<file path="src/rtl/hyperbus_w_serializer.sv">
// Serializes AXI W beats into 16-bit HyperBus PHY write words with RWDS byte masks.
// Each beat's byte window follows the AXI narrow/unaligned addressing rules for the transfer.
module hyperbus_w_serializer #(
  parameter int AxiDataWidth = 128,
  localparam int NumLanes = AxiDataWidth / 8,
  localparam int LaneIdxW = $clog2(NumLanes)
) (
  input  logic                    clk_i,
  input  logic                    rst_i,
  input  logic                    trans_valid_i,
  output logic                    trans_ready_o,
  input  logic [LaneIdxW-1:0]     trans_offset_i,
  input  logic [2:0]              trans_size_i,
  input  logic [7:0]              trans_len_i,
  input  logic [AxiDataWidth-1:0] w_data_i,
  input  logic [NumLanes-1:0]     w_strb_i,
  input  logic                    w_last_i,
  input  logic                    w_valid_i,
  output logic                    w_ready_o,
  output logic [15:0]             tx_data_o,
  output logic [1:0]              tx_mask_o,
  output logic                    tx_last_o,
  output logic                    tx_valid_o,
  input  logic                    tx_ready_i,
  output logic                    err_o
);

  typedef enum logic [1:0] {IDLE, LOAD, SEND} state_t;

  localparam logic [2:0] MaxSize = 3'(LaneIdxW);
  localparam logic [LaneIdxW-1:0] One = LaneIdxW'(1);
  localparam logic [LaneIdxW-1:0] Two = LaneIdxW'(2);

  state_t                  state;
  logic [LaneIdxW-1:0]     addr;
  logic [LaneIdxW-1:0]     ptr;
  logic [LaneIdxW-1:0]     hi;
  logic [2:0]              size;
  logic [7:0]              beats_left;
  logic [AxiDataWidth-1:0] data_q;
  logic [NumLanes-1:0]     strb_q;
  logic                    err;

  logic                    last_word;
  logic                    final_beat;
  logic                    w_hs;
  logic [LaneIdxW-1:0]     ptr_odd;
  logic [LaneIdxW-1:0]     next_addr;

  // Bits below the beat size; a shift of the full width yields zero, giving an all-ones mask.
  function automatic logic [LaneIdxW-1:0] low_mask(input logic [2:0] sz);
    return ~({LaneIdxW{1'b1}} << sz);
  endfunction

  function automatic logic [LaneIdxW-1:0] lo_of(input logic [LaneIdxW-1:0] a);
    return a & ~One;
  endfunction

  function automatic logic [LaneIdxW-1:0] hi_of(input logic [LaneIdxW-1:0] a,
                                                input logic [2:0] sz);
    return a | low_mask(sz) | One;
  endfunction

  assign last_word  = (ptr[LaneIdxW-1:1] == hi[LaneIdxW-1:1]);
  assign final_beat = (beats_left == 8'd0);
  assign ptr_odd    = ptr | One;
  // Aligned base plus the beat size, wrapping naturally within the bus word.
  assign next_addr  = (addr | low_mask(size)) + One;
  assign w_hs       = w_valid_i && w_ready_o;

  assign trans_ready_o = (state == IDLE);
  assign w_ready_o     = (state == LOAD) ||
                         ((state == SEND) && last_word && tx_ready_i && !final_beat);
  assign tx_valid_o    = (state == SEND);
  assign tx_last_o     = (state == SEND) && last_word && final_beat;
  assign tx_data_o     = (state == SEND) ?
                         {data_q[{ptr_odd, 3'b000} +: 8], data_q[{ptr, 3'b000} +: 8]} : 16'd0;
  assign tx_mask_o     = (state == SEND) ? ~{strb_q[ptr_odd], strb_q[ptr]} : 2'b00;
  assign err_o         = err;

  always_ff @(posedge clk_i or posedge rst_i) begin
    if (rst_i) begin
      state      <= IDLE;
      addr       <= '0;
      ptr        <= '0;
      hi         <= '0;
      size       <= '0;
      beats_left <= '0;
      data_q     <= '0;
      strb_q     <= '0;
      err        <= 1'b0;
    end else begin
      case (state)
        IDLE: begin
          if (trans_valid_i) begin
            addr       <= trans_offset_i;
            size       <= (trans_size_i > MaxSize) ? MaxSize : trans_size_i;
            beats_left <= trans_len_i;
            err        <= 1'b0;
            state      <= LOAD;
          end
        end
        LOAD: begin
          if (w_hs) begin
            data_q <= w_data_i;
            strb_q <= w_strb_i;
            ptr    <= lo_of(addr);
            hi     <= hi_of(addr, size);
            if (w_last_i != final_beat) err <= 1'b1;
            state  <= SEND;
          end
        end
        SEND: begin
          if (tx_ready_i) begin
            if (!last_word) begin
              ptr <= ptr + Two;
            end else if (final_beat) begin
              state <= IDLE;
            end else begin
              beats_left <= beats_left - 8'd1;
              addr       <= next_addr;
              // A beat accepted alongside the outgoing word is the next one, so it is
              // the final beat exactly when one beat remains before the decrement.
              if (w_hs) begin
                data_q <= w_data_i;
                strb_q <= w_strb_i;
                ptr    <= lo_of(next_addr);
                hi     <= hi_of(next_addr, size);
                if (w_last_i != (beats_left == 8'd1)) err <= 1'b1;
              end else begin
                state <= LOAD;
              end
            end
          end
        end
        default: state <= IDLE;
      endcase
    end
  end

endmodule

</file>
<file path="config.mk">
export PLATFORM = sky130hd
export DESIGN_NAME = hyperbus_w_serializer
export DESIGN_NICKNAME = d
export VERILOG_FILES = /design/src/rtl/hyperbus_w_serializer.sv
export SDC_FILE = /design/constraint.sdc
export NUM_CORES = 1
export LEC_CHECK = 0
export CAP_MARGIN = 30
export CORE_MARGIN = 3
export CORE_UTILIZATION = 46
export DETAILED_ROUTE_END_ITERATION = 7
export HOLD_SLACK_MARGIN = 0.08
export PLACE_DENSITY = 0.88
export SYNTH_ARGS = -nofsm -noshare
export SYNTH_HDL_FRONTEND = slang
export SYNTH_SLANG_ARGS = --single-unit
</file>
<file path="constraint.sdc">
create_clock -name clk_i -period 4.9 [get_ports clk_i]
set_clock_uncertainty 0.05 [all_clocks]
set_input_delay 0.735 -clock clk_i [delete_from_list [all_inputs] [get_ports clk_i]]
set_output_delay 0.735 -clock clk_i [all_outputs]
set_load 0.02 [all_outputs]
</file>
==> summary.txt <==
final critical delay including setup and external delays -> 3.98 ns
share of synthesized area spent on multiplexers -> 34.5%
synth-to-layout area growth -> 31.7%
final cycle utilization of the critical path -> 81.2%
Synth Instances -> 601
number of gates resized after CTS -> 0
parity-gate share of the synthesized area counting xor and xnor cells -> 0.526%
worst-margin pin slew -> 0.813 ns
Hold Path Class -> reg -> reg
number of antenna violations at the first check in global routing -> 1
maximum vdd drop -> 0.429 mV
final setup violation count -> 0
largest buffer count on any clock path -> 2
initial core utilization -> 47.5%
Global Route Usage Sum -> 20.9%
area fraction in compound gates after synthesis -> 4.48%
number of nets still failing antenna checks after routing -> 0
Final GP Congestion -> 0.820
die width -> 141 µm
placed instance area -> 10400 µm²
post-synthesis register bit count -> 168
final sum of negative setup slack -> 0 ns
startpoint-to-endpoint class of the critical path -> reg -> out
arrival time of data at the critical path endpoint -> 3.19 ns
final hold viol count -> 0
Worst slew margin -> 45.7%
number of global-route vias before repair -> 6060
Overall Power -> 7.05 mW
Chip Height -> 141 µm
mean cell area of the mapped netlist -> 13.9 µm²
clock-pin transition on the worst setup and hold timing paths -> 0.06 ns
IO Count -> 188
Synth Flop Type -> sky130_fd_sc_hd__dfrtp_1
max-slew violation count -> 0
max frequency -> 0.251 GHz
count of flip-flops with a built-in enable after synthesis -> 0
# Post-CTS Setup Buffers -> 0
Port-buffer cells -> 187
post-detailed-route DRC marker count -> 0
sequential cell area fraction in the yosys report -> 50.5%
FP Rows -> 48
total detailed-routing wirelength -> 20200 µm
max capacitance violation total -> 0
first-pass iteration count of the detailed router -> 6
FILL cells -> 1328
hold bufs inserted after CTS -> 0
first-pass GRT wire length -> 32200 µm
number of vias after detailed routing -> 5593
YS warnings -> 0
die area -> 19800 µm²
clock insertion delay at the later pin of the skew report -> 0.43 ns
Sink Count -> 168
run status -> finished clean
total congestion overflow -> 0
netlist area before placement -> 8330 µm²
fraction of final layout cells with drive strength greater than 1 -> 23.0%
utilization after layout -> 62.5%
CP required -> 4.12 ns
average detailed-routed wire length per instance -> 19.9 µm
biggest fanout along the worst timing path -> 23
placeable core region -> 17500 µm²
half-perimeter wire length of the detailed placement result -> 14700 µm
reported leakage power -> 4.47 nW
clk root buf -> sky130_fd_sc_hd__clkbuf_16
TritonCTS clock tree -> done
number of distinct library cells after synthesis -> 44
endpoint class of the critical path -> output port
worst hold slack -> 0.429 ns
Post-Synth Adder-Cell Area -> 1.65%
total CTS buffers -> 17
synthesized net count -> 777
number of levels the H-tree was split into -> 4
routed via count divided by cell count -> 5.51
async set-or-reset flop fraction in the synthesized netlist -> 100%
DRC violation total after the first TritonRoute iteration -> 214
RSZ-0062 raised after global routing -> no
cell area after layout -> 11000 µm²
power density over the cells -> 643 nW/µm²
maximum number of pins on one net before global-route repair -> 94
Final Net Count -> 953
simple-gate portion of the synthesized area -> 5.39%
largest family of logic cells by synthesized area -> multiplexers
category of the worst setup path launch point -> flip-flop
number of diodes -> 0
[worst max-delay path: stages (launching register included)]
cell                              delay (ns)
sky130_fd_sc_hd__dfrtp_2                0.74
sky130_fd_sc_hd__xor2_1                 0.24
sky130_fd_sc_hd__nor4b_2                0.78
sky130_fd_sc_hd__nand3_1                0.27
sky130_fd_sc_hd__nand2b_1               0.14
sky130_fd_sc_hd__clkdlybuf4s50_1        0.60
[placed cells by master, fill, tap and decap left out, types with 2 or more instances in the layout]
| cell | n |
|---|---|
| sky130_fd_sc_hd__nor2b_1 | 4 |
| sky130_fd_sc_hd__mux4_2 | 36 |
| sky130_fd_sc_hd__o22ai_1 | 4 |
| sky130_fd_sc_hd__dfrtp_2 | 2 |
| sky130_fd_sc_hd__mux2i_1 | 28 |
| sky130_fd_sc_hd__nand4_1 | 3 |
| sky130_fd_sc_hd__bufinv_16 | 2 |
| sky130_fd_sc_hd__inv_1 | 7 |
| sky130_fd_sc_hd__dfrtp_1 | 166 |
| sky130_fd_sc_hd__o2bb2ai_1 | 2 |
| sky130_fd_sc_hd__clkdlybuf4s50_1 | 187 |
| sky130_fd_sc_hd__and3_1 | 4 |
| sky130_fd_sc_hd__buf_12 | 2 |
| sky130_fd_sc_hd__clkinv_2 | 4 |
| sky130_fd_sc_hd__a21oi_1 | 16 |
| sky130_fd_sc_hd__clkbuf_16 | 17 |
| sky130_fd_sc_hd__o31ai_1 | 2 |
| sky130_fd_sc_hd__buf_4 | 7 |
| sky130_fd_sc_hd__or3_1 | 2 |
| sky130_fd_sc_hd__a21boi_0 | 2 |
| sky130_fd_sc_hd__mux2_2 | 98 |
| sky130_fd_sc_hd__ha_1 | 11 |
| sky130_fd_sc_hd__nand3_1 | 8 |
| sky130_fd_sc_hd__a211oi_1 | 4 |
| sky130_fd_sc_hd__nor2_1 | 30 |
| sky130_fd_sc_hd__o21ai_0 | 12 |
| sky130_fd_sc_hd__inv_6 | 3 |
| sky130_fd_sc_hd__nand2b_1 | 6 |
| sky130_fd_sc_hd__xor2_1 | 4 |
| sky130_fd_sc_hd__o22a_1 | 5 |
| sky130_fd_sc_hd__clkinvlp_4 | 3 |
| sky130_fd_sc_hd__nor3_1 | 7 |
| sky130_fd_sc_hd__nand2_1 | 21 |
| sky130_fd_sc_hd__mux2_1 | 60 |
[final timing paths]
| path | startpoint | to | slack [ns] | cells past startpoint |
|---|---|---|---|---|
| max in group asynchronous | rst_i | ptr[2] | 3.00 | 3 |
| hold / removal | data_q[46] | data_q[46] | 0.43 | 1 |
| setup reg to reg | ptr[2] | data_q[126] | 1.40 | 6 |
| setup / recovery | ptr[2] | w_ready_o | 0.92 | 5 |
| min in group asynchronous | rst_i | data_q[1] | 0.75 | 2 |
| hold reg to reg | data_q[46] | data_q[46] | 0.43 | 1 |
[state kept, by name (all words and copies together), names as in the netlist]
signal,flops
err_o,1
strb_q,16
addr,4
ptr,3
state,2
beats_left,8
data_q,128
hi,3
size,3
[kinds of logic (layout without fill, tap and decap cells)]
family                   Yosys count  after routing
AND/OR/NAND/NOR                   90             90
AO/OA/AOI/OAI                     57             57
flip-flops                       168            168
multiplexers                     222            222
buffers and inverters             48            237
XOR/XNOR                           5              5
adder cells (fa/ha/maj)           11             11
[power breakdown]
part	switching, mW	internal [mW]
sequential	0.478	2.11
clock	0.567	0.769
combinational	1.37	1.75
total	2.42	4.63
[layout make-up]
class	instances	area, µm²	area share [%]
clock buffers	19	443	4.04
well taps	225	282	2.57
inverters	8	33.8	0.308
multi-input cells	385	3880	35.4
flip-flops and latches	168	4210	38.4
repair buffers	197	1980	18.0
clock inverters	13	141	1.29
[Yosys cell counts (2+ instances only)]
cell type	number	share of area, %
sky130_fd_sc_hd__inv_1	8	0.36
sky130_fd_sc_hd__mux2i_1	28	3.4
sky130_fd_sc_hd__ha_1	11	1.7
sky130_fd_sc_hd__a21oi_1	16	0.96
sky130_fd_sc_hd__nor2b_1	4	0.30
sky130_fd_sc_hd__o21ai_0	12	0.72
sky130_fd_sc_hd__o22ai_1	4	0.30
sky130_fd_sc_hd__o31ai_1	2	0.18
sky130_fd_sc_hd__nor2_1	30	1.4
sky130_fd_sc_hd__o2bb2ai_1	2	0.21
sky130_fd_sc_hd__nand2_1	21	0.95
sky130_fd_sc_hd__buf_1	5	0.23
sky130_fd_sc_hd__nand2b_1	6	0.45
sky130_fd_sc_hd__buf_6	7	0.95
sky130_fd_sc_hd__nand3_1	8	0.48
sky130_fd_sc_hd__mux2_1	60	8.1
sky130_fd_sc_hd__o22ai_2	2	0.30
sky130_fd_sc_hd__clkbuf_1	14	0.63
sky130_fd_sc_hd__or3_1	2	0.15
sky130_fd_sc_hd__mux4_2	36	9.7
sky130_fd_sc_hd__dfrtp_1	168	50
sky130_fd_sc_hd__xor2_1	4	0.42
sky130_fd_sc_hd__a211oi_1	4	0.36
sky130_fd_sc_hd__o22a_1	5	0.53
sky130_fd_sc_hd__nor3_1	7	0.42
sky130_fd_sc_hd__buf_2	14	0.84
sky130_fd_sc_hd__a21boi_0	2	0.18
sky130_fd_sc_hd__mux2_2	98	13
sky130_fd_sc_hd__and3_1	4	0.30
sky130_fd_sc_hd__nand4_1	3	0.23
[through the flow]
stage,setup slack (ns),cells
finish,0.923,1015
global route,0.649,1015
CTS,0.904,1015
global placement,1.25,982
floorplan,1.88,601
detailed placement,1.21,983
[metal layers]
layer  GRT usage, %  share of wire, %  routed length (µm)
met1           24.8                39                7860
met2           36.4                52               10500
met3           7.37               7.8                1580
met4           5.56               1.2                 245
met5              0             0.054                  11
(Power assumes the default switching activity.)
